==> src/rtl/bridge_phase_seq.sv <==
// 4-phase H-bridge gate sequencer driven by the divider quarter-period strobe, with dead time and burst count.
// Optional low-side brake after normal completion: define BRIDGE_SEQ_BRAKE_EN.
module bridge_phase_seq #(
    parameter int CNT_W = 12,
    parameter int DT_W  = 4
) (
    input  logic             clk_sys,
    input  logic             rst_n,
    input  logic             load,
    input  logic [CNT_W-1:0] cyc_num,
    input  logic [DT_W-1:0]  dead_num,
    input  logic             start,
    input  logic             stop,
    input  logic             clk_4f_en,
    output logic             bri_div_start,
    output logic             gate_ah,
    output logic             gate_al,
    output logic             gate_bh,
    output logic             gate_bl,
    output logic             busy,
    output logic             done,
    output logic [CNT_W-1:0] cyc_cnt,
    output logic [1:0]       state_dbg
);

    // Handshake: start/load are sampled on a rising edge only in IDLE; clk_4f_en is a
    // one-cycle strobe acted on only in ARM/RUN; done is a one-cycle pulse, no ready.
    typedef enum logic [1:0] {
        IDLE = 2'd0,
        ARM  = 2'd1,
        RUN  = 2'd2
    } state_t;

    localparam logic [3:0] GATES_OFF = 4'b0000;

    state_t           state_q, state_d;
    logic [1:0]       phase_q, phase_d;
    logic [CNT_W-1:0] cyc_reg_q, cyc_reg_d;
    logic [CNT_W-1:0] cyc_cnt_q, cyc_cnt_d;
    logic [CNT_W-1:0] cyc_next;
    logic [DT_W-1:0]  dead_reg_q, dead_reg_d;
    logic [DT_W-1:0]  dead_cnt_q, dead_cnt_d;
    logic [3:0]       gates_q, gates_d;
    logic             busy_q, busy_d;
    logic             div_q, div_d;
    logic             done_q, done_d;
`ifdef BRIDGE_SEQ_BRAKE_EN
    localparam logic [3:0] GATES_BRAKE = 4'b0101;
    logic             brake_q, brake_d;
`endif

    // Gate order {ah, al, bh, bl}; phases 1 and 3 both freewheel on the low sides.
    function automatic logic [3:0] pattern(input logic [1:0] ph);
        case (ph)
            2'd0:    pattern = 4'b1001;
            2'd2:    pattern = 4'b0110;
            default: pattern = 4'b0101;
        endcase
    endfunction

    assign cyc_next = cyc_cnt_q + CNT_W'(1);

    always_comb begin
        state_d    = state_q;
        phase_d    = phase_q;
        cyc_reg_d  = cyc_reg_q;
        cyc_cnt_d  = cyc_cnt_q;
        dead_reg_d = dead_reg_q;
        dead_cnt_d = dead_cnt_q;
        gates_d    = gates_q;
        busy_d     = busy_q;
        div_d      = div_q;
        done_d     = 1'b0;
`ifdef BRIDGE_SEQ_BRAKE_EN
        brake_d    = brake_q;
`endif
        case (state_q)
            IDLE: begin
`ifdef BRIDGE_SEQ_BRAKE_EN
                if (stop || start) brake_d = 1'b0;
                gates_d = brake_d ? GATES_BRAKE : GATES_OFF;
`else
                gates_d = GATES_OFF;
`endif
                // start compares against the register value before any same-cycle load
                if (start) begin
                    if (cyc_reg_q != '0) begin
                        state_d   = ARM;
                        busy_d    = 1'b1;
                        div_d     = 1'b1;
                        cyc_cnt_d = '0;
                    end else begin
                        done_d = 1'b1;
                    end
                end
                if (load) begin
                    cyc_reg_d  = cyc_num;
                    dead_reg_d = dead_num;
                end
            end
            ARM: begin
                gates_d = GATES_OFF;
                if (stop) begin
                    state_d = IDLE;
                    busy_d  = 1'b0;
                    div_d   = 1'b0;
                end else if (clk_4f_en) begin
                    state_d    = RUN;
                    phase_d    = 2'd0;
                    dead_cnt_d = dead_reg_q;
                end
            end
            RUN: begin
                if (stop) begin
                    state_d = IDLE;
                    gates_d = GATES_OFF;
                    busy_d  = 1'b0;
                    div_d   = 1'b0;
                end else if (clk_4f_en) begin
                    // every strobe opens a dead-time window, so no leg ever switches directly
                    phase_d    = phase_q + 2'd1;
                    dead_cnt_d = dead_reg_q;
                    gates_d    = GATES_OFF;
                    if (phase_q == 2'd3) begin
                        cyc_cnt_d = cyc_next;
                        if (cyc_next == cyc_reg_q) begin
                            state_d = IDLE;
                            busy_d  = 1'b0;
                            div_d   = 1'b0;
                            done_d  = 1'b1;
`ifdef BRIDGE_SEQ_BRAKE_EN
                            brake_d = 1'b1;
                            gates_d = GATES_BRAKE;
`endif
                        end
                    end
                end else if (dead_cnt_q != '0) begin
                    dead_cnt_d = dead_cnt_q - DT_W'(1);
                    gates_d    = GATES_OFF;
                end else begin
                    gates_d = pattern(phase_q);
                end
            end
            default: begin
                state_d = IDLE;
                gates_d = GATES_OFF;
                busy_d  = 1'b0;
                div_d   = 1'b0;
            end
        endcase
    end

    always_ff @(posedge clk_sys) begin
        if (!rst_n) begin
            state_q    <= IDLE;
            phase_q    <= 2'd0;
            cyc_reg_q  <= '0;
            cyc_cnt_q  <= '0;
            dead_reg_q <= '0;
            dead_cnt_q <= '0;
            gates_q    <= GATES_OFF;
            busy_q     <= 1'b0;
            div_q      <= 1'b0;
            done_q     <= 1'b0;
`ifdef BRIDGE_SEQ_BRAKE_EN
            brake_q    <= 1'b0;
`endif
        end else begin
            state_q    <= state_d;
            phase_q    <= phase_d;
            cyc_reg_q  <= cyc_reg_d;
            cyc_cnt_q  <= cyc_cnt_d;
            dead_reg_q <= dead_reg_d;
            dead_cnt_q <= dead_cnt_d;
            gates_q    <= gates_d;
            busy_q     <= busy_d;
            div_q      <= div_d;
            done_q     <= done_d;
`ifdef BRIDGE_SEQ_BRAKE_EN
            brake_q    <= brake_d;
`endif
        end
    end

    assign {gate_ah, gate_al, gate_bh, gate_bl} = gates_q;
    assign bri_div_start = div_q;
    assign busy          = busy_q;
    assign done          = done_q;
    assign cyc_cnt       = cyc_cnt_q;
    assign state_dbg     = state_q;

endmodule

==> config.mk <==
export PLATFORM = sky130hd
export DESIGN_NAME = bridge_phase_seq
export DESIGN_NICKNAME = d
export VERILOG_FILES = /design/src/rtl/bridge_phase_seq.sv
export SDC_FILE = /design/constraint.sdc
export NUM_CORES = 1
export LEC_CHECK = 0
export ABC_AREA = 0
export CAP_MARGIN = 20
export CORE_MARGIN = 5
export CORE_UTILIZATION = 35
export CTS_CLUSTER_DIAMETER = 100
export CTS_CLUSTER_SIZE = 28
export DETAILED_ROUTE_END_ITERATION = 8
export GPL_TIMING_DRIVEN = 0
export PLACE_DENSITY = 0.67
export SYNTH_ARGS = -nofsm -noshare
export SYNTH_HDL_FRONTEND = slang
export SYNTH_SLANG_ARGS = --single-unit
export TNS_END_PERCENT = 20
==> constraint.sdc <==
create_clock -name clk_sys -period 6.8 [get_ports clk_sys]
set_input_delay 0.68 -clock clk_sys [delete_from_list [all_inputs] [get_ports clk_sys]]
set_output_delay 0.68 -clock clk_sys [all_outputs]
set_load 0.05 [all_outputs]
### Word level (Yosys, flattened, before mapping)

Index checks and enable logic that the tools add are counted.

| cells by class | value |
|---|---|
| div/mod/pow operators | 0 |
| multiplexer cells | 42 |
| $add $sub $neg | 3 |
| $lt $le $gt $ge | 0 |
| bitwise logic cells | 2 |
| eq/ne operators | 18 |
| shift operators | 0 |
| reductions and logical operators | 13 |
| multiply operators | 0 |

Operator list:

| operator | count |
|---|---|
| $mux 12 | 5 |
| $mux 2 | 12 |
| $pmux 12 s2 | 1 |
| $mux 4 | 5 |
| $reduce_and 6->1 | 3 |
| $ne 2x2->1 const B | 8 |
| $pmux 4 s2 | 2 |
| $ne 3x3->1 const B | 5 |
| $mux 1 | 13 |
| $add 12x1->12 const B | 1 |
| $eq 12x12->1 | 1 |
| $reduce_bool 12->1 | 1 |
| $reduce_and 5->1 | 2 |
| $eq 2x2->1 const B | 3 |
| $pmux 2 s3 | 1 |
| $reduce_or 5->1 | 1 |
| $logic_not 2->1 | 2 |
| $pmux 2 s2 | 1 |
| $reduce_bool 2->1 | 2 |
| $reduce_bool 4->1 | 1 |
| $sub 4x1->4 const B | 1 |
| $pmux 1 s3 | 1 |
| $add 2x1->2 const B | 1 |
| $eq 2x1->1 const B | 1 |
| 3 further kinds | 4 |

| word-level totals | value |
|---|---|
| logic and storage cells | 87 |
| bits in latches | 0 |
| register bits after elaboration | 42 |
| memory bits (read-only) | 0 |
| memories kept | 0 |
| bits of input ports | 22 |
| RAM bits | 0 |

### Depth between registers and ports, before layout

Gate-level depths: netlist of run 1.

| logic depth | value |
|---|---|
| depth after elaboration | 7 |
| depth in mapped cells | 8 |

### Worst setup path after synthesis of run 1

Ideal clock, no wire load.

| timing path | value |
|---|---|
| path type | reg2reg |
| start | register cyc_cnt_q[0], in the netlist cyc_cnt[0] |
| end | register state_q[1], in the netlist state_dbg[1] |
| setup slack | 4.265 ns |
| cell stages (with the launch flop) | 7 |
| arrival | 2.405 ns |
| path buffers | 0 |
| cells stage by stage | dfxtp_1 ha_1 and3_1 nand2_1 or4_2 a211oi_2 o41ai_1 |

| between the ends | value |
|---|---|
| word-level cells in the longest chain between the ends | 4 |

Ends and longest elaborated chain:

| what | RTL line | text |
|---|---|---|
| start, declared | 39 | `logic [CNT_W-1:0] cyc_cnt_q, cyc_cnt_d;` |
| start signal, assigned | 172 | `cyc_cnt_q <= cyc_cnt_d;` |
| $add 12x1->12 | 61 | `assign cyc_next = cyc_cnt_q + CNT_W'(1);` |
| $eq 12x12->1 | 126 | `if (cyc_next == cyc_reg_q) begin` |
| $ne 3x3->1 (no line) | - |  |
| $reduce_and 6->1 (no line) | - |  |
| end signal, assigned | 169 | `state_q <= state_d;` |
| end, declared | 36 | `state_t state_q, state_d;` |

No other way between the ends.
A chain may end at the register's enable or synchronous reset.

### Final worst setup path of run 1

| timing path | value |
|---|---|
| start | input clk_4f_en |
| end | register cyc_cnt_q[7], in the netlist cyc_cnt[7] |

| between the ends | value |
|---|---|
| word-level cells in the longest chain between the ends | 2 |

Ends and longest elaborated chain:

| what | RTL line | text |
|---|---|---|
| start, declared | 14 | `input logic clk_4f_en,` |
| $ne 2x2->1 (no line) | - |  |
| $reduce_and 6->1 (no line) | - |  |

No other way between the ends.

==> run_results.csv, run 1 <==
group,metric,value,unit
worst_setup_path,critical_path_arrival,2.91,ns
layout,most-common-layout-cells,"nand2_1, dfxtp_1, clkdlybuf4s50_1",
clock_tree,cts_setup_buffers,0,
layout,antennaDiodeCount,0,
placed_design,hpwl,4.44,mm
clock_tree,cts_hold_buf,0,
timing,fin_ws,4.06,ns
floorplan,die_w,92.5,um
worst_setup_path,worstPathBufferInverterCount,1,
drt,postRouteWirelength,5.78,mm
layout,drive_above_1_share,5.83,%
floorplan,placeableCoreArea,0.00672,sq mm
global_routing,met2_usage_in_global_routing,22.2,%
drt,drt_iter0_drc,184,
placed_design,pre_cts_slack,3.77,ns
synthesis,ys_seq_elements,42,
global_routing,globalRouteMet3Util,3.25,%
run,cap_viol_max_count,0,
hold_path,hold_path_startpoint,"dead_reg_q[1]$_SDFFE_PN0P_",
layout,syn2layout_area_growth,25.2,%
worst_setup_path,critPathSlowestCell,"nor3_1",
drt,drt_first_pass_iters,4,
outcome,run_status,"complete, no violations",
timing,setup_total_negative_slack,0,ns
timing,worst-slew-pin-transition,0.764,ns
floorplan,initial_core_util,35.4,%
synthesis,avgSynthCellArea,7.65,sq um
drt,route.detailed.wl_per_inst,13.1,um
worst_setup_path,critical_path_peak_fanout,7,
floorplan,die_footprint,0.00855,sq mm
global_routing,most_utilized_layer_in_the_global_route_result,"met2",
clock_tree,cts_root_buffer,"clkbuf_8",
timing,clock_skew,0.00463,ns
worst_setup_path,crit_path_max_incr_delay,0.61,ns
drt,remaining_drc_errors,0,
synthesis,synth_area,0.00238,sq mm
floorplan,fp-row-count,30,
worst_setup_path,crit_start,"clk_4f_en",
global_routing,grt_max_degree,13,
timing,grt_setup_unrepaired,"false",
clock_tree,clock_sink_count,42,
layout,num-fill-cells,674,
clock_tree,tritoncts.num_buffers,5,
floorplan,die-height,92.5,um
worst_setup_path,critical_path_capture_point_type,"register",
global_routing,global_route.usage.total,14.0,%
hold_path,holdCritPathClass,"register to register",
layout,layout.cell_area.non_filler,0.00298,sq mm
synthesis,postSynthNetCount,341,
drt,route.vias.total,2293,
clock_tree,cts_buffer_depth,2,
clock_tree,cts_clk_pin_slew_worst_paths,0.08,ns
placed_design,place.gp.congestion,0.891,
global_routing,grt_pass1_wl,9.74,mm
clock_tree,tritoncts_clock_tree,"built",
worst_setup_path,critPathTopFamily,"simple AND/OR/NAND/NOR gates",
worst_setup_path,cp-start-kind,"primary input",
timing,holdWs,0.461,ns
clock_tree,ctsHtreeMaxLevel,2,
synthesis,synth_warnings,0,
worst_setup_path,path_cells,"clkdlybuf4s50_1 > nor2b_1 > a31oi_1 > nor3_1 > o21ai_0 > a21oi_1 > nor2_1",
timing,time_the_final_worst_path_needs_with_i_o_delays_and_setup,2.74,ns
power_and_ir_drop,ir_worst_vdd,0.0000977,V
placed_design,io_buffers,42,
timing,final-max-slew-violation-count,0,
timing,post-route-period-util,40.3,%
placed_design,placed_area,0.00290,sq mm
layout,finish.utilization,44.4,%
drt,drtAntennaViolNets,0,
layout,fin_nets,390,
synthesis,post_synth_inst_count,311,
global_routing,grt_pass1_vias,2015,
power_and_ir_drop,power_leakage,0.993,nW
timing,slew_headroom,48.7,%
power_and_ir_drop,cellPowerDensity,209,mW/mm^2
global_routing,antenna_found_initial,0,
floorplan,io_pins,43,
global_routing,gr-total-overflow,0,
layout,most_common_library_cell_in_the_layout_ignoring_fill_and_taps,"nand2_1",
timing,hold_viol,0,
global_routing,global_routing_met1_resource_utilization,18.8,%
clock_tree,number_of_gates_resized_after_cts,0,
timing,finalSetupViolCount,0,
drt,post_drt_via_cell_ratio,5.21,
clock_tree,clk-insertion-delay-late,0.29,ns
worst_setup_path,worstSetupPathType,"primary input to register",
timing,fmax,365,MHz
worst_setup_path,crit_required,6.97,ns
synthesis,synth.lib_cells_used.distinct,53,
worst_setup_path,rr_startpoint,"cyc_cnt[0]$_SDFFE_PN0P_",
synthesis,synth_sequential_area_ratio,35.3,%
==> metal layers <==
layer | share of wire [%] | vias to the layer above
li1 | - | 1200
met1 | 48 | 1031
met2 | 45 | 57
met3 | 5.5 | 5
met4 | 1.1 | 0
met5 | 0 | -
==> cells in the mapped netlist (all sizes together) <==
master / instances / area, sq um
nand2: 54 / 203
dfxtp: 42 / 841
a21oi: 35 / 175
nor2: 21 / 78.8
clkbuf: 17 / 75.1
o21ai: 17 / 85.1
nor3: 16 / 80.1
xnor2: 11 / 96.3
nand3: 9 / 45.0
ha: 8 / 100
inv: 7 / 26.3
nor4: 7 / 43.8
a31oi: 6 / 37.5
and2: 6 / 37.5
or3: 6 / 38.8
and4: 3 / 27.5
buf: 3 / 38.8
nand2b: 3 / 18.8
nor2b: 3 / 18.8
nor3b: 3 / 22.5
a211oi: 2 / 20.0
a22oi: 2 / 15.0
and3: 2 / 12.5
mux2: 2 / 22.5
nand3b: 2 / 15.0
nand4: 2 / 12.5
nand4b: 2 / 17.5
o2bb2ai: 2 / 17.5
or4: 2 / 20.0
or4b: 2 / 20.0
xor2: 2 / 17.5
a22o: 1 / 8.76
a311oi: 1 / 8.76
a31o: 1 / 8.76
a32o: 1 / 10.0
and2b: 1 / 7.51
and3b: 1 / 8.76
mux2i: 1 / 10.0
o21a: 1 / 7.51
o22ai: 1 / 6.26
o311ai: 1 / 8.76
o41ai: 1 / 8.76
or2: 1 / 6.26
==> sequential cells by signal (all words and copies together) (netlist names) <==
signal	flops
bri_div_start	1
dead_reg_q	4
gates_q	4
dead_cnt_q	4
cyc_reg_q	12
cyc_cnt	12
done	1
state_dbg	2
phase_q	2
==> worst register-to-register path: stages (launching register included) <==
cell and delay (ns):
dfxtp_1 0.49, ha_1 0.36, and3_1 0.26, nand2_1 0.15, or4_2 0.68, a211oi_2 0.36, a32o_1 0.20
==> cell type report <==
cell class	count	area (sq um)	area share (%)
multi-input combinational	242	1400	46.9
sequential	42	841	28.2
timing repair buffer	42	420	14.1
buffer	20	114	3.82
tap	80	100	3.36
clock buffer	6	72.6	2.43
inverter	7	26.3	0.882
clock inverter	1	7.51	0.252
==> worst paths after layout <==
path	to	slack [ns]	depth (start not counted)
setup reg to reg	done$_SDFF_PN0_	4.24	6
setup / recovery	cyc_cnt[7]$_SDFFE_PN0P_	4.06	7
hold / removal	dead_reg_q[1]$_SDFFE_PN0P_	0.46	2
hold reg to reg	dead_reg_q[1]$_SDFFE_PN0P_	0.46	2
==> metrics by stage <==
stage / power (mW) / instances
6_report: 0.624 / 440
5_1_grt: 0.663 / 440
4_1_cts: 0.632 / 440
3_5_place_dp: 0.476 / 433
3_3_place_gp: 0.473 / 433
2_1_floorplan: 0.418 / 311
==> kinds of logic (layout without fill, tap and decap cells) <==
group | after synthesis | after routing | share of synthesized area [%]
buffers and inverters | 27 | 76 | 5.89
xor gates and xnor gates | 13 | 13 | 4.78
and+or+nand+nor | 146 | 146 | 30.9
muxes | 3 | 3 | 1.37
AOI/OAI and AO/OA | 72 | 72 | 17.6
adders and majority gates | 8 | 8 | 4.21
DFF | 42 | 42 | 35.3
==> where the power goes <==
group          switching [mW]  total [mW]  internal, mW
Combinational           0.107       0.184        0.0770
Sequential             0.0216       0.286         0.264
Clock                  0.0840       0.154        0.0705
Total                   0.212       0.624         0.412
(Power assumes the default switching activity.)
==> run 2: changes to the inputs <==
Settings changed: PLACE_DENSITY 0.67 to 0.69.
Clock period 6.8 ns to 2.25 ns, I/O delays scaled along.
==> run 2 against run 1 <==
The run now ends with setup timing left. Global-route usage up 0.35 points. Clock skew up 0.00099 ns. Via count up 2.2%. Sequential share of layout area down 0.070 points. Worst setup slack worse by 4.1 ns. Die area unchanged. Critical path depth unchanged. Cell count unchanged. Critical path type is now register to register. Largest power group unchanged. Highest routed layer unchanged.
==> run_results.csv, run 2 (same netlist as run 1, synthesis figures left out) <==
group,metric,value,unit
layout,antennaDiodeCount,0,
layout,most-common-layout-cells,"nand2_1, clkdlybuf4s50_1, a21oi_1",
hold_path,worstHoldEndpoint,"dead_reg_q[1]$_SDFFE_PN0P_",
placed_design,hpwl,4.49,mm
floorplan,die_footprint,0.00855,sq mm
floorplan,placeableCoreArea,0.00672,sq mm
timing,setup_total_negative_slack,-0.108,ns
timing,final-max-slew-violation-count,0,
layout,layout.cell_area.non_filler,0.00308,sq mm
clock_tree,tritoncts.num_buffers,5,
clock_tree,cts_setup_buffers,0,
timing,fin_ws,-0.0412,ns
placed_design,io_buffers,42,
floorplan,initial_core_util,35.4,%
worst_setup_path,crit_required,2.42,ns
clock_tree,cts_root_buffer,"clkbuf_8",
worst_setup_path,critical_path_peak_fanout,7,
drt,postRouteWirelength,5.95,mm
hold_path,holdPathStages,2,
timing,finalSetupViolCount,3,
run,cap_viol_max_count,0,
layout,syn2layout_area_growth,29.3,%
layout,ff_latch_area,866,sq um
clock_tree,cts_hold_buf,0,
timing,hold_viol,0,
worst_setup_path,r2r_cells,7,
timing,slew_headroom,60.1,%
power_and_ir_drop,total_internal_power,1.25,mW
global_routing,grt_max_degree,14,
floorplan,die-height,92.5,um
hold_path,hold_path_startpoint,"dead_reg_q[1]$_SDFFE_PN0P_",
global_routing,antenna_found_initial,0,
worst_setup_path,rr_startpoint,"cyc_cnt[9]$_SDFFE_PN0P_",
global_routing,global_route.usage.total,14.3,%
drt,route.vias.total,2343,
floorplan,fp-row-count,30,
global_routing,globalRouteMet3Util,3.17,%
outcome,run_status,"complete, but fails checks",
clock_tree,cts_buffer_depth,2,
timing,clock_skew,0.00563,ns
worst_setup_path,cp-start-kind,"register",
clock_tree,cts_clk_pin_slew_worst_paths,0.08,ns
timing,grt_setup_unrepaired,"true",
layout,fin_nets,389,
timing,worst-slew-pin-transition,0.591,ns
global_routing,met2_usage_in_global_routing,23.6,%
hold_path,holdCritPathClass,"register to register",
clock_tree,ctsHtreeMaxLevel,2,
global_routing,gr-total-overflow,0,
drt,route.detailed.wl_per_inst,13.5,um
global_routing,global_routing_met1_resource_utilization,18.4,%
outcome,violations,"setup timing",
power_and_ir_drop,power_leakage,1.02,nW
layout,num-fill-cells,678,
power_and_ir_drop,cellPowerDensity,623,mW/mm^2
timing,fmax,436,MHz
worst_setup_path,critical_path_capture_point_type,"register",
clock_tree,clk-insertion-delay-late,0.30,ns
power_and_ir_drop,netSwitchingFraction,34.7,%
timing,post-route-period-util,102,%
clock_tree,clock_sink_count,42,
layout,finish.utilization,45.8,%
power_and_ir_drop,p_clk_share,25.5,%
timing,time_the_final_worst_path_needs_with_i_o_delays_and_setup,2.29,ns
floorplan,die_w,92.5,um
layout,multi_input_comb_area,0.00147,sq mm
drt,post_drt_via_cell_ratio,5.33,
power_and_ir_drop,combPwrFrac,29.7,%
layout,drive_above_1_share,11.7,%
placed_design,place.gp.congestion,0.878,
power_and_ir_drop,power.net_switching,0.666,mW
power_and_ir_drop,ir_worst_vdd,0.000283,V
layout,most_common_library_cell_in_the_layout_ignoring_fill_and_taps,"nand2_1",
global_routing,grt_pass1_wl,9.90,mm
worst_setup_path,worstSetupPathType,"register to register",
power_and_ir_drop,seq_power_share,44.9,%
worst_setup_path,reg2reg_to,"state_dbg[1]$_SDFFE_PN0P_",
placed_design,placed_area,0.00293,sq mm
drt,remaining_drc_errors,0,
global_routing,grt_pass1_vias,2127,
timing,holdWs,0.462,ns
drt,drt_iter0_drc,213,
clock_tree,tritoncts_clock_tree,"built",
worst_setup_path,critical_path_arrival,2.47,ns
floorplan,io_pins,43,
worst_setup_path,timing.reg2reg.setup_slack,-0.04,ns
drt,drtAntennaViolNets,0,
drt,drt_first_pass_iters,5,
global_routing,most_utilized_layer_in_the_global_route_result,"met2",
## run 2: worst max path at each step
stage / endpoint / start / slack [ns] / cells past startpoint
after floorplan: state_dbg[1]$_SDFFE_PN0P_ / cyc_cnt[4]$_SDFFE_PN0P_ / 0.0001 / 7
after global placement: cyc_cnt[7]$_SDFFE_PN0P_ / clk_4f_en / -0.32 / 7
after detailed placement: cyc_cnt[7]$_SDFFE_PN0P_ / clk_4f_en / -0.34 / 7
after CTS: state_dbg[1]$_SDFFE_PN0P_ / cyc_cnt[9]$_SDFFE_PN0P_ / -0.02 / 7
after global routing: state_dbg[1]$_SDFFE_PN0P_ / cyc_cnt[9]$_SDFFE_PN0P_ / -0.13 / 7
final: state_dbg[1]$_SDFFE_PN0P_ / cyc_cnt[9]$_SDFFE_PN0P_ / -0.04 / 7
## run 2: per-layer routing
| metal | part of all wire (%) | wire, um |
|---|---|---|
| met5 | 0 | 0 |
| met4 | 1.4 | 86 |
| met3 | 5.8 | 348 |
| met2 | 47 | 2780 |
| met1 | 46 | 2730 |
## run 2: area by class of cell
class | count | share of cell area [%]
multi-input combinational | 242 | 47.6
clock buffer | 6 | 2.36
inverter | 7 | 0.854
clock inverter | 2 | 0.447
buffer | 19 | 3.66
timing repair buffer | 42 | 13.7
sequential | 42 | 28.1
tap | 80 | 3.25
## run 2: power by group through the flow
stage	Combinational [mW]	Sequential, mW	Clock [mW]
finish	0.569	0.861	0.488
global route	0.623	0.872	0.538
CTS	0.568	0.858	0.506
detailed placement	0.556	0.875	0
global placement	0.549	0.874	0
floorplan	0.343	0.917	0
## run 2: critical path, stage by stage, from the launching register on
cell	delay, ns
dfxtp_4	0.35
buf_6	0.13
xnor2_4	0.14
or4b_1	0.49
a31o_1	0.20
or4_4	0.43
a211oi_4	0.33
o41ai_2	0.09
## run 2: what timing repair did
item                                   in CTS  in global routing
endpoints found under the hold margin       0                  0
setup endpoints to repair                   4                  7
pin swaps                                   3                  1
gates cloned                                0                  0
resized for setup                           7                  4
## run 2: through the flow
stage               cells  setup slack [ns]  total power, mW
floorplan             311          0.000131             1.26
global placement      433            -0.315             1.42
detailed placement    433            -0.340             1.43
CTS                   440           -0.0240             1.93
global route          440            -0.133             2.03
finish                440           -0.0412             1.92
